`config.mk`:
```
export PLATFORM = sky130hd
export DESIGN_NAME = alu_share_arb_flat
export DESIGN_NICKNAME = d
export VERILOG_FILES = /design/src/rtl/alu_share_arb_if.sv /design/src/rtl/alu_share_arb.sv /design/src/flat_wrapper.sv
export SDC_FILE = /design/constraint.sdc
export NUM_CORES = 1
export LEC_CHECK = 0
export ABC_CLOCK_PERIOD_IN_PS = 5500
export BUFFER_PORTS_ARGS = -buffer_cell sky130_fd_sc_hd__buf_2
export CORE_ASPECT_RATIO = 0.75
export CORE_MARGIN = 1.5
export CORE_UTILIZATION = 54
export CTS_CLUSTER_DIAMETER = 60
export CTS_CLUSTER_SIZE = 24
export DETAILED_ROUTE_END_ITERATION = 6
export PLACE_DENSITY = 0.85
export SYNTH_ARGS = -nofsm -noshare
export SYNTH_HDL_FRONTEND = slang
export SYNTH_SLANG_ARGS = --single-unit
export TNS_END_PERCENT = 20
```
`constraint.sdc`:
```
create_clock -name clk -period 5.5 [get_ports clk]
set_input_delay 1.1 -clock clk [delete_from_list [all_inputs] [get_ports clk]]
set_output_delay 1.1 -clock clk [all_outputs]
set_load 0.01 [all_outputs]
```
`src/rtl/alu_share_arb_if.sv`:
```
// Purpose: request/response bundle between N_REQ requesters and the shared ALU.
// Signals:
//   req_valid[N_REQ]         per-requester request valid      (requester -> ALU)
//   req_op[4*N_REQ]          per-requester opcode             (requester -> ALU)
//   req_a/req_b[WIDTH*N_REQ] per-requester operands           (requester -> ALU)
//   req_ready[N_REQ]         one-hot grant, combinational     (ALU -> requester)
//   resp_valid/id/data/err   response payload                 (ALU -> consumer)
//   resp_ready               consumer acceptance              (consumer -> ALU)
//   busy                     high whenever the ALU is not idle
interface alu_share_arb_if #(
   parameter int unsigned WIDTH = 8,
   parameter int unsigned N_REQ = 3
);
   localparam int unsigned IDW = $clog2(N_REQ);

   logic [N_REQ-1:0]       req_valid;
   logic [4*N_REQ-1:0]     req_op;
   logic [WIDTH*N_REQ-1:0] req_a;
   logic [WIDTH*N_REQ-1:0] req_b;
   logic [N_REQ-1:0]       req_ready;
   logic                   resp_valid;
   logic [IDW-1:0]         resp_id;
   logic [WIDTH-1:0]       resp_data;
   logic                   resp_err;
   logic                   resp_ready;
   logic                   busy;

   modport master (
      output req_valid, req_op, req_a, req_b, resp_ready,
      input  req_ready, resp_valid, resp_id, resp_data, resp_err, busy
   );

   modport slave (
      input  req_valid, req_op, req_a, req_b, resp_ready,
      output req_ready, resp_valid, resp_id, resp_data, resp_err, busy
   );
endinterface

```
`src/rtl/alu_share_arb.sv`:
```
// Purpose: one ALU shared round-robin by N_REQ requesters. Single-cycle ops
//          answer the cycle after acceptance; DIV/MOD use a WIDTH-step
//          restoring divider. Responses hold until resp_ready.
// Ports:
//   clk     rising-edge clock
//   rst     asynchronous active-high reset
//   bus_io  alu_share_arb_if.slave (request lanes, grant, response, busy)
module alu_share_arb #(
   parameter int unsigned WIDTH = 8,
   parameter int unsigned N_REQ = 3
) (
   input  logic           clk,
   input  logic           rst,
   alu_share_arb_if.slave bus_io
);
   localparam int unsigned IDW = $clog2(N_REQ);
   localparam int unsigned SHW = $clog2(WIDTH);
   localparam int unsigned CW  = $clog2(WIDTH + 1);
   localparam logic [3:0]  OP_DIV = 4'd11;
   localparam logic [3:0]  OP_MOD = 4'd12;

   typedef enum logic [1:0] {S_IDLE, S_DIV, S_RESP} state_t;

   state_t           state_q;
   logic [IDW-1:0]   ptr_q;
   logic [3:0]       op_q;
   logic [WIDTH-1:0] quo_q, rem_q, dvs_q;
   logic [CW-1:0]    cnt_q;
   logic             resp_valid_q, resp_err_q, busy_q;
   logic [IDW-1:0]   resp_id_q;
   logic [WIDTH-1:0] resp_data_q;

   // Round-robin search: first valid requester at or after ptr_q, wrapping.
   logic             gnt_vld_c;
   logic [IDW-1:0]   gnt_id_c;
   logic [N_REQ-1:0] gnt_c;
   int unsigned      idx_c;
   always_comb begin
      gnt_vld_c = 1'b0;
      gnt_id_c  = '0;
      gnt_c     = '0;
      idx_c     = 0;
      for (int unsigned k = 0; k < N_REQ; k++) begin
         idx_c = 32'(ptr_q) + k;
         if (idx_c >= N_REQ) idx_c = idx_c - N_REQ;
         if (!gnt_vld_c && bus_io.req_valid[idx_c]) begin
            gnt_vld_c = 1'b1;
            gnt_id_c  = IDW'(idx_c);
         end
      end
      if (gnt_vld_c) gnt_c[gnt_id_c] = 1'b1;
   end

   logic accept_c;
   assign accept_c         = (state_q == S_IDLE) && gnt_vld_c;
   assign bus_io.req_ready = (state_q == S_IDLE && !rst) ? gnt_c : '0;

   // Granted lane
   logic [3:0]       g_op_c;
   logic [WIDTH-1:0] g_a_c, g_b_c;
   assign g_op_c = bus_io.req_op[4*gnt_id_c +: 4];
   assign g_a_c  = bus_io.req_a[WIDTH*gnt_id_c +: WIDTH];
   assign g_b_c  = bus_io.req_b[WIDTH*gnt_id_c +: WIDTH];

   // Single-cycle results; DIV/MOD entries only matter for a zero divisor.
   logic [WIDTH-1:0] alu_res_c;
   logic             alu_err_c;
   logic [SHW-1:0]   sh_c;
   assign sh_c = g_b_c[SHW-1:0];
   always_comb begin
      alu_res_c = '0;
      alu_err_c = 1'b0;
      case (g_op_c)
         4'd0:    alu_res_c = g_a_c + g_b_c;
         4'd1:    alu_res_c = g_a_c - g_b_c;
         4'd2:    alu_res_c = g_a_c & g_b_c;
         4'd3:    alu_res_c = g_a_c | g_b_c;
         4'd4:    alu_res_c = g_a_c ^ g_b_c;
         4'd5:    alu_res_c = g_a_c << sh_c;
         4'd6:    alu_res_c = g_a_c >> sh_c;
         4'd7:    alu_res_c = $unsigned($signed(g_a_c) >>> sh_c);
         4'd8:    alu_res_c = WIDTH'(g_a_c == g_b_c);
         4'd9:    alu_res_c = WIDTH'(g_a_c > g_b_c);
         4'd10:   alu_res_c = WIDTH'(g_a_c * g_b_c);
         4'd11:   alu_res_c = '1;
         4'd12:   alu_res_c = g_a_c;
         default: alu_err_c = 1'b1;
      endcase
   end

   // One restoring-divide step: shift in the next dividend bit, subtract if it fits.
   logic [WIDTH:0]   rem_sh_c, rem_sub_c;
   logic             q_bit_c;
   logic [WIDTH-1:0] rem_nxt_c, quo_nxt_c;
   assign rem_sh_c  = {rem_q, quo_q[WIDTH-1]};
   assign rem_sub_c = rem_sh_c - {1'b0, dvs_q};
   assign q_bit_c   = ~rem_sub_c[WIDTH];
   assign rem_nxt_c = q_bit_c ? rem_sub_c[WIDTH-1:0] : rem_sh_c[WIDTH-1:0];
   assign quo_nxt_c = {quo_q[WIDTH-2:0], q_bit_c};

   // Control FSM with registered response outputs.
   always_ff @(posedge clk or posedge rst) begin
      if (rst) begin
         state_q      <= S_IDLE;
         ptr_q        <= '0;
         op_q         <= '0;
         quo_q        <= '0;
         rem_q        <= '0;
         dvs_q        <= '0;
         cnt_q        <= '0;
         resp_valid_q <= 1'b0;
         resp_err_q   <= 1'b0;
         resp_id_q    <= '0;
         resp_data_q  <= '0;
         busy_q       <= 1'b0;
      end else begin
         case (state_q)
            S_IDLE: begin
               if (accept_c) begin
                  op_q      <= g_op_c;
                  resp_id_q <= gnt_id_c;
                  ptr_q     <= (gnt_id_c == IDW'(N_REQ - 1)) ? '0 : IDW'(gnt_id_c + 1'b1);
                  quo_q     <= g_a_c;
                  dvs_q     <= g_b_c;
                  rem_q     <= '0;
                  cnt_q     <= '0;
                  busy_q    <= 1'b1;
                  if ((g_op_c == OP_DIV || g_op_c == OP_MOD) && g_b_c != '0) begin
                     state_q <= S_DIV;
                  end else begin
                     state_q      <= S_RESP;
                     resp_valid_q <= 1'b1;
                     resp_data_q  <= alu_res_c;
                     resp_err_q   <= alu_err_c;
                  end
               end
            end
            S_DIV: begin
               quo_q <= quo_nxt_c;
               rem_q <= rem_nxt_c;
               cnt_q <= cnt_q + 1'b1;
               if (cnt_q == CW'(WIDTH - 1)) begin
                  state_q      <= S_RESP;
                  resp_valid_q <= 1'b1;
                  resp_data_q  <= (op_q == OP_DIV) ? quo_nxt_c : rem_nxt_c;
                  resp_err_q   <= 1'b0;
               end
            end
            S_RESP: begin
               if (bus_io.resp_ready) begin
                  state_q      <= S_IDLE;
                  resp_valid_q <= 1'b0;
                  busy_q       <= 1'b0;
               end
            end
            default: begin
               state_q      <= S_IDLE;
               resp_valid_q <= 1'b0;
               busy_q       <= 1'b0;
            end
         endcase
      end
   end

   assign bus_io.resp_valid = resp_valid_q;
   assign bus_io.resp_id    = resp_id_q;
   assign bus_io.resp_data  = resp_data_q;
   assign bus_io.resp_err   = resp_err_q;
   assign bus_io.busy       = busy_q;
endmodule

```
`src/flat_wrapper.sv`:
```
// flat-port wrapper written by rule: the top's interface ports become plain ports
module alu_share_arb_flat 
#(
   parameter int unsigned WIDTH = 8,
   parameter int unsigned N_REQ = 3
)
  (clk, rst, bus_io_req_valid, bus_io_req_op, bus_io_req_a, bus_io_req_b, bus_io_resp_ready, bus_io_req_ready, bus_io_resp_valid, bus_io_resp_id, bus_io_resp_data, bus_io_resp_err, bus_io_busy);
  alu_share_arb_if #(.WIDTH(WIDTH), .N_REQ(N_REQ)) bus_io_i ();
  input  logic clk;
  input  logic rst;
  input wire logic [$bits(bus_io_i.req_valid)-1:0] bus_io_req_valid;
  input wire logic [$bits(bus_io_i.req_op)-1:0] bus_io_req_op;
  input wire logic [$bits(bus_io_i.req_a)-1:0] bus_io_req_a;
  input wire logic [$bits(bus_io_i.req_b)-1:0] bus_io_req_b;
  input wire logic [$bits(bus_io_i.resp_ready)-1:0] bus_io_resp_ready;
  output wire logic [$bits(bus_io_i.req_ready)-1:0] bus_io_req_ready;
  output wire logic [$bits(bus_io_i.resp_valid)-1:0] bus_io_resp_valid;
  output wire logic [$bits(bus_io_i.resp_id)-1:0] bus_io_resp_id;
  output wire logic [$bits(bus_io_i.resp_data)-1:0] bus_io_resp_data;
  output wire logic [$bits(bus_io_i.resp_err)-1:0] bus_io_resp_err;
  output wire logic [$bits(bus_io_i.busy)-1:0] bus_io_busy;
  assign bus_io_i.req_valid = bus_io_req_valid;
  assign bus_io_i.req_op = bus_io_req_op;
  assign bus_io_i.req_a = bus_io_req_a;
  assign bus_io_i.req_b = bus_io_req_b;
  assign bus_io_i.resp_ready = bus_io_resp_ready;
  assign bus_io_req_ready = bus_io_i.req_ready;
  assign bus_io_resp_valid = bus_io_i.resp_valid;
  assign bus_io_resp_id = bus_io_i.resp_id;
  assign bus_io_resp_data = bus_io_i.resp_data;
  assign bus_io_resp_err = bus_io_i.resp_err;
  assign bus_io_busy = bus_io_i.busy;
  alu_share_arb #(.WIDTH(WIDTH), .N_REQ(N_REQ)) u_core (.clk(clk), .rst(rst), .bus_io(bus_io_i));
endmodule
```
# --- Word-level counts from Yosys, hierarchy flattened ---
# Cells that the tools add are included.
classes:
  n_shift: 6
  n_bitwise: 5
  reduce_logical: 21
  order_cmp: 9
  multipliers: 1
  n_addsub: 10
  eq_ne: 22
  n_mux: 50
op_table:
  columns: ["cell", "count"]
  rows:
  - ["one-hot mux 8 bit (13 select lines)", 1]
  - ["less-than comparator 32 x 3 -> 1 bit, second input constant", 3]
  - ["2-to-1 mux 32 bit", 3]
  - ["greater-or-equal comparator 32 x 2 -> 1 bit, second input constant", 2]
  - ["subtractor 32 x 2 -> 32 bit, second input constant", 2]
  - ["2-to-1 mux 8 bit", 7]
  - ["one-hot mux 8 bit (2 select lines)", 3]
  - ["indexed part select 24 x 6 -> 8 bit", 2]
  - ["== test 4 bit, second input constant", 6]
  - ["== test 4 x 3 -> 1 bit, second input constant", 5]
  - ["2-to-1 mux 1 bit", 16]
  - ["2-to-1 mux 2 bit", 8]
  - ["OR reduction 13 bit", 1]
  - ["indexed part select 12 x 5 -> 4 bit", 1]
  - ["subtractor 9 x 8 -> 9 bit", 1]
  - ["adder 8 bit", 1]
  - ["bitwise AND 8 bit", 1]
  - ["== test 4 x 2 -> 1 bit, second input constant", 2]
  - ["== test 8 bit", 1]
  - ["greater-than comparator 8 bit", 1]
  - ["multiplier 8 x 8 -> 8 bit", 1]
  - ["OR 8 bit", 1]
  - ["one-hot mux 4 bit (2 select lines)", 1]
  - ["AND reduction 4 bit", 2]
  - ["other kinds (35)", 52]
totals:
  word_cells: 136
  in_bits: 66
  output_inout_bits: 16
  ff_bits: 49

# --- Longest topological paths before layout ---
depth:
  word_depth: 18
  ltp_mapped: 29

# --- Least setup slack after synthesis ---
# OpenSTA, ideal clock, no wires.
synth_path:
  kind: "in2reg"
  startpoint: "input port bus_io_req_valid[0]"
  endpoint: "register u_core.resp_data_q[7], in the netlist u_core.bus_io.resp_data[7]"
  path_buffers: 2
  cell_stages: 26
  slack_ps: -814
  required_time_ps: 5376
  arrival_ps: 6190
  cell_sequence: "nand3b_1 -> and3_1 -> nor3_2 -> buf_2 -> o21ai_1 -> a31o_2 -> inv_2 -> clkbuf_1 -> ha_1 -> inv_1 -> fa_1 -> inv_1 -> fa_1 -> ha_1 -> inv_1 -> fa_1 -> inv_1 -> ha_1 -> a21o_1 -> a21oi_1 -> xnor2_1 -> xnor2_1 -> xnor2_1 -> xnor3_1 -> a211oi_1 -> o21ai_1"
synth_via:
  elab_chain_len: 15
synth_lines:
  columns: ["item", "line", "source"]
  rows:
  - ["start, declared", "flat_wrapper.sv:11", "input wire logic [$bits(bus_io_i.req_valid)-1:0] bus_io_req_valid;"]
  - ["binary-select mux 1 bit (select 2 bit)", "alu_share_arb.sv:46", "if (!gnt_vld_c && bus_io.req_valid[idx_c]) begin"]
  - ["2-to-1 mux 1 bit (not written as such)", "alu_share_arb.sv:46", null]
  - ["2-to-1 mux 1 bit", "alu_share_arb.sv:46", null]
  - ["zero test 1 bit", "alu_share_arb.sv:46", null]
  - ["logical AND 1 bit", "alu_share_arb.sv:46", null]
  - ["2-to-1 mux 1 bit", "alu_share_arb.sv:46", null]
  - ["zero test 1 bit", "alu_share_arb.sv:46", null]
  - ["logical AND 1 bit", "alu_share_arb.sv:46", null]
  - ["2-to-1 mux 2 bit *", "alu_share_arb.sv:46", null]
  - ["indexed part select 24 x 6 -> 8 bit *", "alu_share_arb.sv:63", "assign g_b_c = bus_io.req_b[WIDTH*gnt_id_c +: WIDTH];"]
  - ["net u_core.g_b_c[2]", "alu_share_arb.sv:60", "logic [WIDTH-1:0] g_a_c, g_b_c;"]
  - ["multiplier 8 x 8 -> 8 bit (tied with other cells)", "alu_share_arb.sv:84", "4'd10: alu_res_c = WIDTH'(g_a_c * g_b_c);"]
  - ["one-hot mux 8 bit (13 select lines)", "alu_share_arb.sv:73", "case (g_op_c)"]
  - ["2-to-1 mux 8 bit", "alu_share_arb.sv:128", "if ((g_op_c == OP_DIV || g_op_c == OP_MOD) && g_b_c != '0) begin"]
  - ["2-to-1 mux 8 bit", "alu_share_arb.sv:119", "if (accept_c) begin"]
  - ["one-hot mux 8 bit (2 select lines)", "alu_share_arb.sv:117", "case (state_q)"]
  - ["end signal, assigned", "alu_share_arb.sv:133", "resp_data_q <= alu_res_c;"]
  - ["end signal, assigned", "alu_share_arb.sv:145", "resp_data_q <= (op_q == OP_DIV) ? quo_nxt_c : rem_nxt_c;"]
  - ["end, declared", "alu_share_arb.sv:31", "logic [WIDTH-1:0] resp_data_q;"]
# Mark *: on every way through the listed nets, which the timed path passes. The rest lies on a longest branch. The select of a mux whose other input is x is not followed.
# A chain may end at the register's enable or synchronous reset.

# --- Final worst setup path ---
layout_path:
  startpoint: "input port bus_io_req_valid[0]"
  endpoint: "register u_core.resp_data_q[7], in the netlist u_core.bus_io.resp_data[7]"
layout_via:
  elab_chain_len: 15
layout_lines:
  columns: ["item", "line", "source"]
  rows:
  - ["binary-select mux 1 bit (select 2 bit)", "alu_share_arb.sv:46", null]
  - ["2-to-1 mux 1 bit (not written as such)", "alu_share_arb.sv:46", null]
  - ["2-to-1 mux 1 bit", "alu_share_arb.sv:46", null]
  - ["zero test 1 bit", "alu_share_arb.sv:46", null]
  - ["logical AND 1 bit", "alu_share_arb.sv:46", null]
  - ["2-to-1 mux 1 bit", "alu_share_arb.sv:46", null]
  - ["zero test 1 bit", "alu_share_arb.sv:46", null]
  - ["logical AND 1 bit", "alu_share_arb.sv:46", null]
  - ["2-to-1 mux 2 bit", "alu_share_arb.sv:46", null]
  - ["indexed part select 24 x 6 -> 8 bit (tied with other cells)", "alu_share_arb.sv:62", "assign g_a_c = bus_io.req_a[WIDTH*gnt_id_c +: WIDTH];"]
  - ["multiplier 8 x 8 -> 8 bit (tied with other cells)", "alu_share_arb.sv:84", null]
  - ["one-hot mux 8 bit (13 select lines) or logical OR 1 bit (tied branches)", "alu_share_arb.sv:73, alu_share_arb.sv:128", null]
  - ["2-to-1 mux 8 bit or logical AND 1 bit (tied branches)", "alu_share_arb.sv:128", null]
  - ["2-to-1 mux 8 bit or != test 2 bit (tied branches)", null, null]
  - ["one-hot mux 8 bit (2 select lines) or AND reduction 4 bit (tied branches)", null, null]
# Several ways; a longest one is shown, not always the timed one. The select of a mux whose other input is x is not followed.

==> results_dict.tcl <==
set metrics [dict create \
    max_freq_mhz 165 \
    finClkSkew_ps 3.41 \
    slew_headroom_pct 39.6 \
    grt_pass1_wl_mm 37.1 \
    synth_common_cells "89 x nand2_1, 77 x nor2_1, 69 x inv_1" \
    synth.most_common_cell "nand2_1" \
    worst_setup_path_start_kind "input port" \
    ant_nets 0 \
    drtIter0Drc 1048 \
    rsz0062_at_grt "yes" \
    synth_area_leaders "dfrtp_1 18%, ha_1 10%, nand2_1 4.9%" \
    cts_made_buffers 5 \
    groute.usage.overall_pct 35.4 \
    clock_latency_ps 290 \
    cts_tree "yes" \
    crit_path_max_fanout 7 \
    dieArea_sq_um 13200 \
    crit_path_cell_trace "buf_8 > nand3b_1 > and3_4 > buf_12 > nor3_4 > o211ai_4 > o221ai_4 > nand2_2 > fa_2 > fa_1 > inv_1 > fa_1 > inv_2 > fa_2 > xnor2_1 > xnor2_1 > xnor2_1 > xnor2_1 > xnor2_1 > xnor2_1 > xnor3_1 > a211oi_2 > o21ai_1" \
    synth_warnings 0 \
    yosysSeqAreaShare_pct 18.2 \
    final_nets 1145 \
    hp-class "flip-flop to flip-flop" \
    synthToLayoutAreaGrowth_pct 26.0 \
    syn-mean-instance-area_sq_um 7.95 \
    root_buffer "clkbuf_16" \
    rows 35 \
    synth_enable_flop_cells 0 \
    grt_overflow 0 \
    dp_hpwl_mm 18.0 \
    syn_inst 849 \
    worstMarginPinSlew_ps 898 \
    hold_viol 0 \
    synth-main-ff-cell "dfrtp_1" \
    cp-end-kind "flip-flop" \
    setup_viol 3 \
    fin_ws_ps -552 \
    ys_types 92 \
    cts_max_level 2 \
    drtPass1Iterations 6 \
    fill_cells 887 \
    cp_data_required_time_ps 5680 \
    violations "setup timing" \
    die-height_um 99.8 \
    worstSetupPathType "input port to flip-flop" \
    cp_num_buf_inv 4 \
    synthDominantCellAreaShare_pct 18.2 \
    hold_buffers 0 \
    grt_max_degree 51 \
    max-cap-violations 0 \
    min_period_over_period_pct 110 \
    slew_viol_final 0 \
    postSynthNetCount 984 \
    async_flop_share_pct 100 \
    cp_common_cell "xnor2_1" \
    vias 7573 \
    routed_via_density 6.43 \
    path_delay_family "adder cells" \
    slowest_delay_ps 510 \
    io_pins 82 \
    yosys_register_bits 49 \
    synth_area_sq_um 6750 \
    drc 0 \
    layout-drive-gt1-share_pct 31.6 \
    place_inst 1158 \
    fin_crit_ps 6050 \
    initial_core_util_pct 55.2 \
    portBuffers 81 \
    antenna_cells 0 \
    antenna_found_initial 0 \
    status "finished with violations" \
    cts.path.max_buffers 2 \
    grt_pass1_vias 7182 \
    core_sq_um 12200 \
    wire_per_inst_um 20.2 \
    die_w_um 132 \
    layout.cells.non_filler 1177 \
    worstPathArrival_ps 6230 \
    gp_congestion 1.04 \
    yosysTopAreaCell "dfrtp_1" \
    clkSinkCount 49 \
    slowest_stage "fa_1" \
    clk_pin_slew_ps 70 \
    drt-total-wl_mm 23.8 \
]
## flip-flops by register name, summed over array words and instances (netlist names)
| signal | flops |
|---|---|
| u_core.bus_io.busy | 1 |
| u_core.bus_io.resp_data | 8 |
| u_core.bus_io.resp_err | 1 |
| u_core.bus_io.resp_id | 2 |
| u_core.bus_io.resp_valid | 1 |
| u_core.cnt_q | 4 |
| u_core.dvs_q | 8 |
| u_core.op_q | 4 |
| u_core.ptr_q | 2 |
| u_core.quo_q | 8 |
| u_core.rem_q | 8 |
| u_core.state_q | 2 |
## worst register-to-register path, stage by stage, from the launching register on
cell and delay (ps):
dfrtp_1 400, inv_1 90, ha_1 290, mux2i_4 310, mux2i_4 120, buf_6 150
nor3_4 280, o211ai_4 220, o221ai_4 370, nand2_2 130, fa_2 400, fa_1 480
inv_1 50, fa_1 510, inv_2 50, fa_2 340, xnor2_1 240, xnor2_1 120
xnor2_1 260, xnor2_1 170, xnor2_1 150, xnor2_1 140, xnor3_1 250, a211oi_2 250
o21ai_1 80
## what timing repair did
action                     CTS  global route
resized for setup            5            30
gates cloned                 0             0
setup endpoints to repair    3             4
setup buffers                1            10
pin swaps                    2            26
## path summary, 6_finish.rpt
path                                                 startpoint                                endpoint  slack [ps]  cells past startpoint
max                                         bus_io_req_valid[0]  u_core.bus_io.resp_data[7]$_DFFE_PP0P_        -550                     23
min                        u_core.bus_io.resp_id[0]$_DFFE_PP0P_    u_core.bus_io.resp_id[0]$_DFFE_PP0P_         480                      2
min in group asynchronous                                   rst    u_core.bus_io.resp_id[1]$_DFFE_PP0P_         990                      3
max in group asynchronous                                   rst             u_core.quo_q[4]$_DFFE_PP0P_        4070                      3
min reg2reg                u_core.bus_io.resp_id[0]$_DFFE_PP0P_    u_core.bus_io.resp_id[0]$_DFFE_PP0P_         480                      2
max reg2reg                         u_core.ptr_q[1]$_DFFE_PP0P_  u_core.bus_io.resp_data[7]$_DFFE_PP0P_        -480                     24
## cell families (layout without fill, tap and decap cells)
family          after synthesis  count (layout)  synth area share (%)
flops                        49              49                  18.2
mux                          36              36                  5.97
buf+inv                     133             295                  8.86
simple gates                252             252                  18.0
compound gates              282             282                  30.6
fa+ha+maj                    69              69                  14.5
xor+xnor                     28              28                  3.95
## metal layers
metal  up-vias  share of wire, %  GRT usage, %
li1       3383                 -             -
met1      3560                41          49.8
met2       536                44          55.9
met3        94                12          7.27
met4         0               3.3          9.06
met5         -                 0             0
## metrics by stage
stage | utilization [%] | worst slack [ps] | instance area, sq um | hold WS [ps] | setup TNS, ps
3_5_place_dp | 66.8 | -771 | 8160 | 469 | -2460
4_1_cts | 68.3 | -432 | 8340 | 487 | -1190
6_report | 69.6 | -552 | 8500 | 482 | -1390
2_1_floorplan | - | -419 | 6980 | 441 | -869
3_3_place_gp | 66.8 | -666 | 8160 | 455 | -2080
5_1_grt | 69.6 | -765 | 8500 | 516 | -1960
## cell type report
class                   count  area (sq um)  area share, %
clock buffers               5           125           1.47
clock inverters             3          26.3          0.309
inverters                  77           293           3.44
multi-input cells         667          5200           61.1
flip-flops and latches     49          1230           14.4
well taps                 166           208           2.44
repair buffers            210          1430           16.8
## cell usage in the layout, fill, tap and decap left out, types with 7 or more instances in the layout
cell | netlist | final
a21oi_1 | 54 | 52
a22oi_1 | 17 | 16
a31oi_1 | 12 | 12
buf_2 | 19 | 78
buf_4 | 7 | 125
dfrtp_1 | 49 | 49
fa_1 | 15 | 11
ha_1 | 54 | 46
inv_1 | 69 | 61
inv_2 | 6 | 14
mux2i_1 | 31 | 30
nand2_1 | 89 | 83
nand2_2 | 2 | 7
nand3_1 | 28 | 27
nor2_1 | 77 | 75
o2111ai_1 | 9 | 7
o21ai_0 | 62 | 62
o21ai_1 | 13 | 10
o22ai_1 | 14 | 13
xnor2_1 | 18 | 17
xor2_1 | 8 | 8
Power is left out: the tool's default activity adds up to more than one toggle a clock period on the data nets, which glitch-free logic cannot reach.
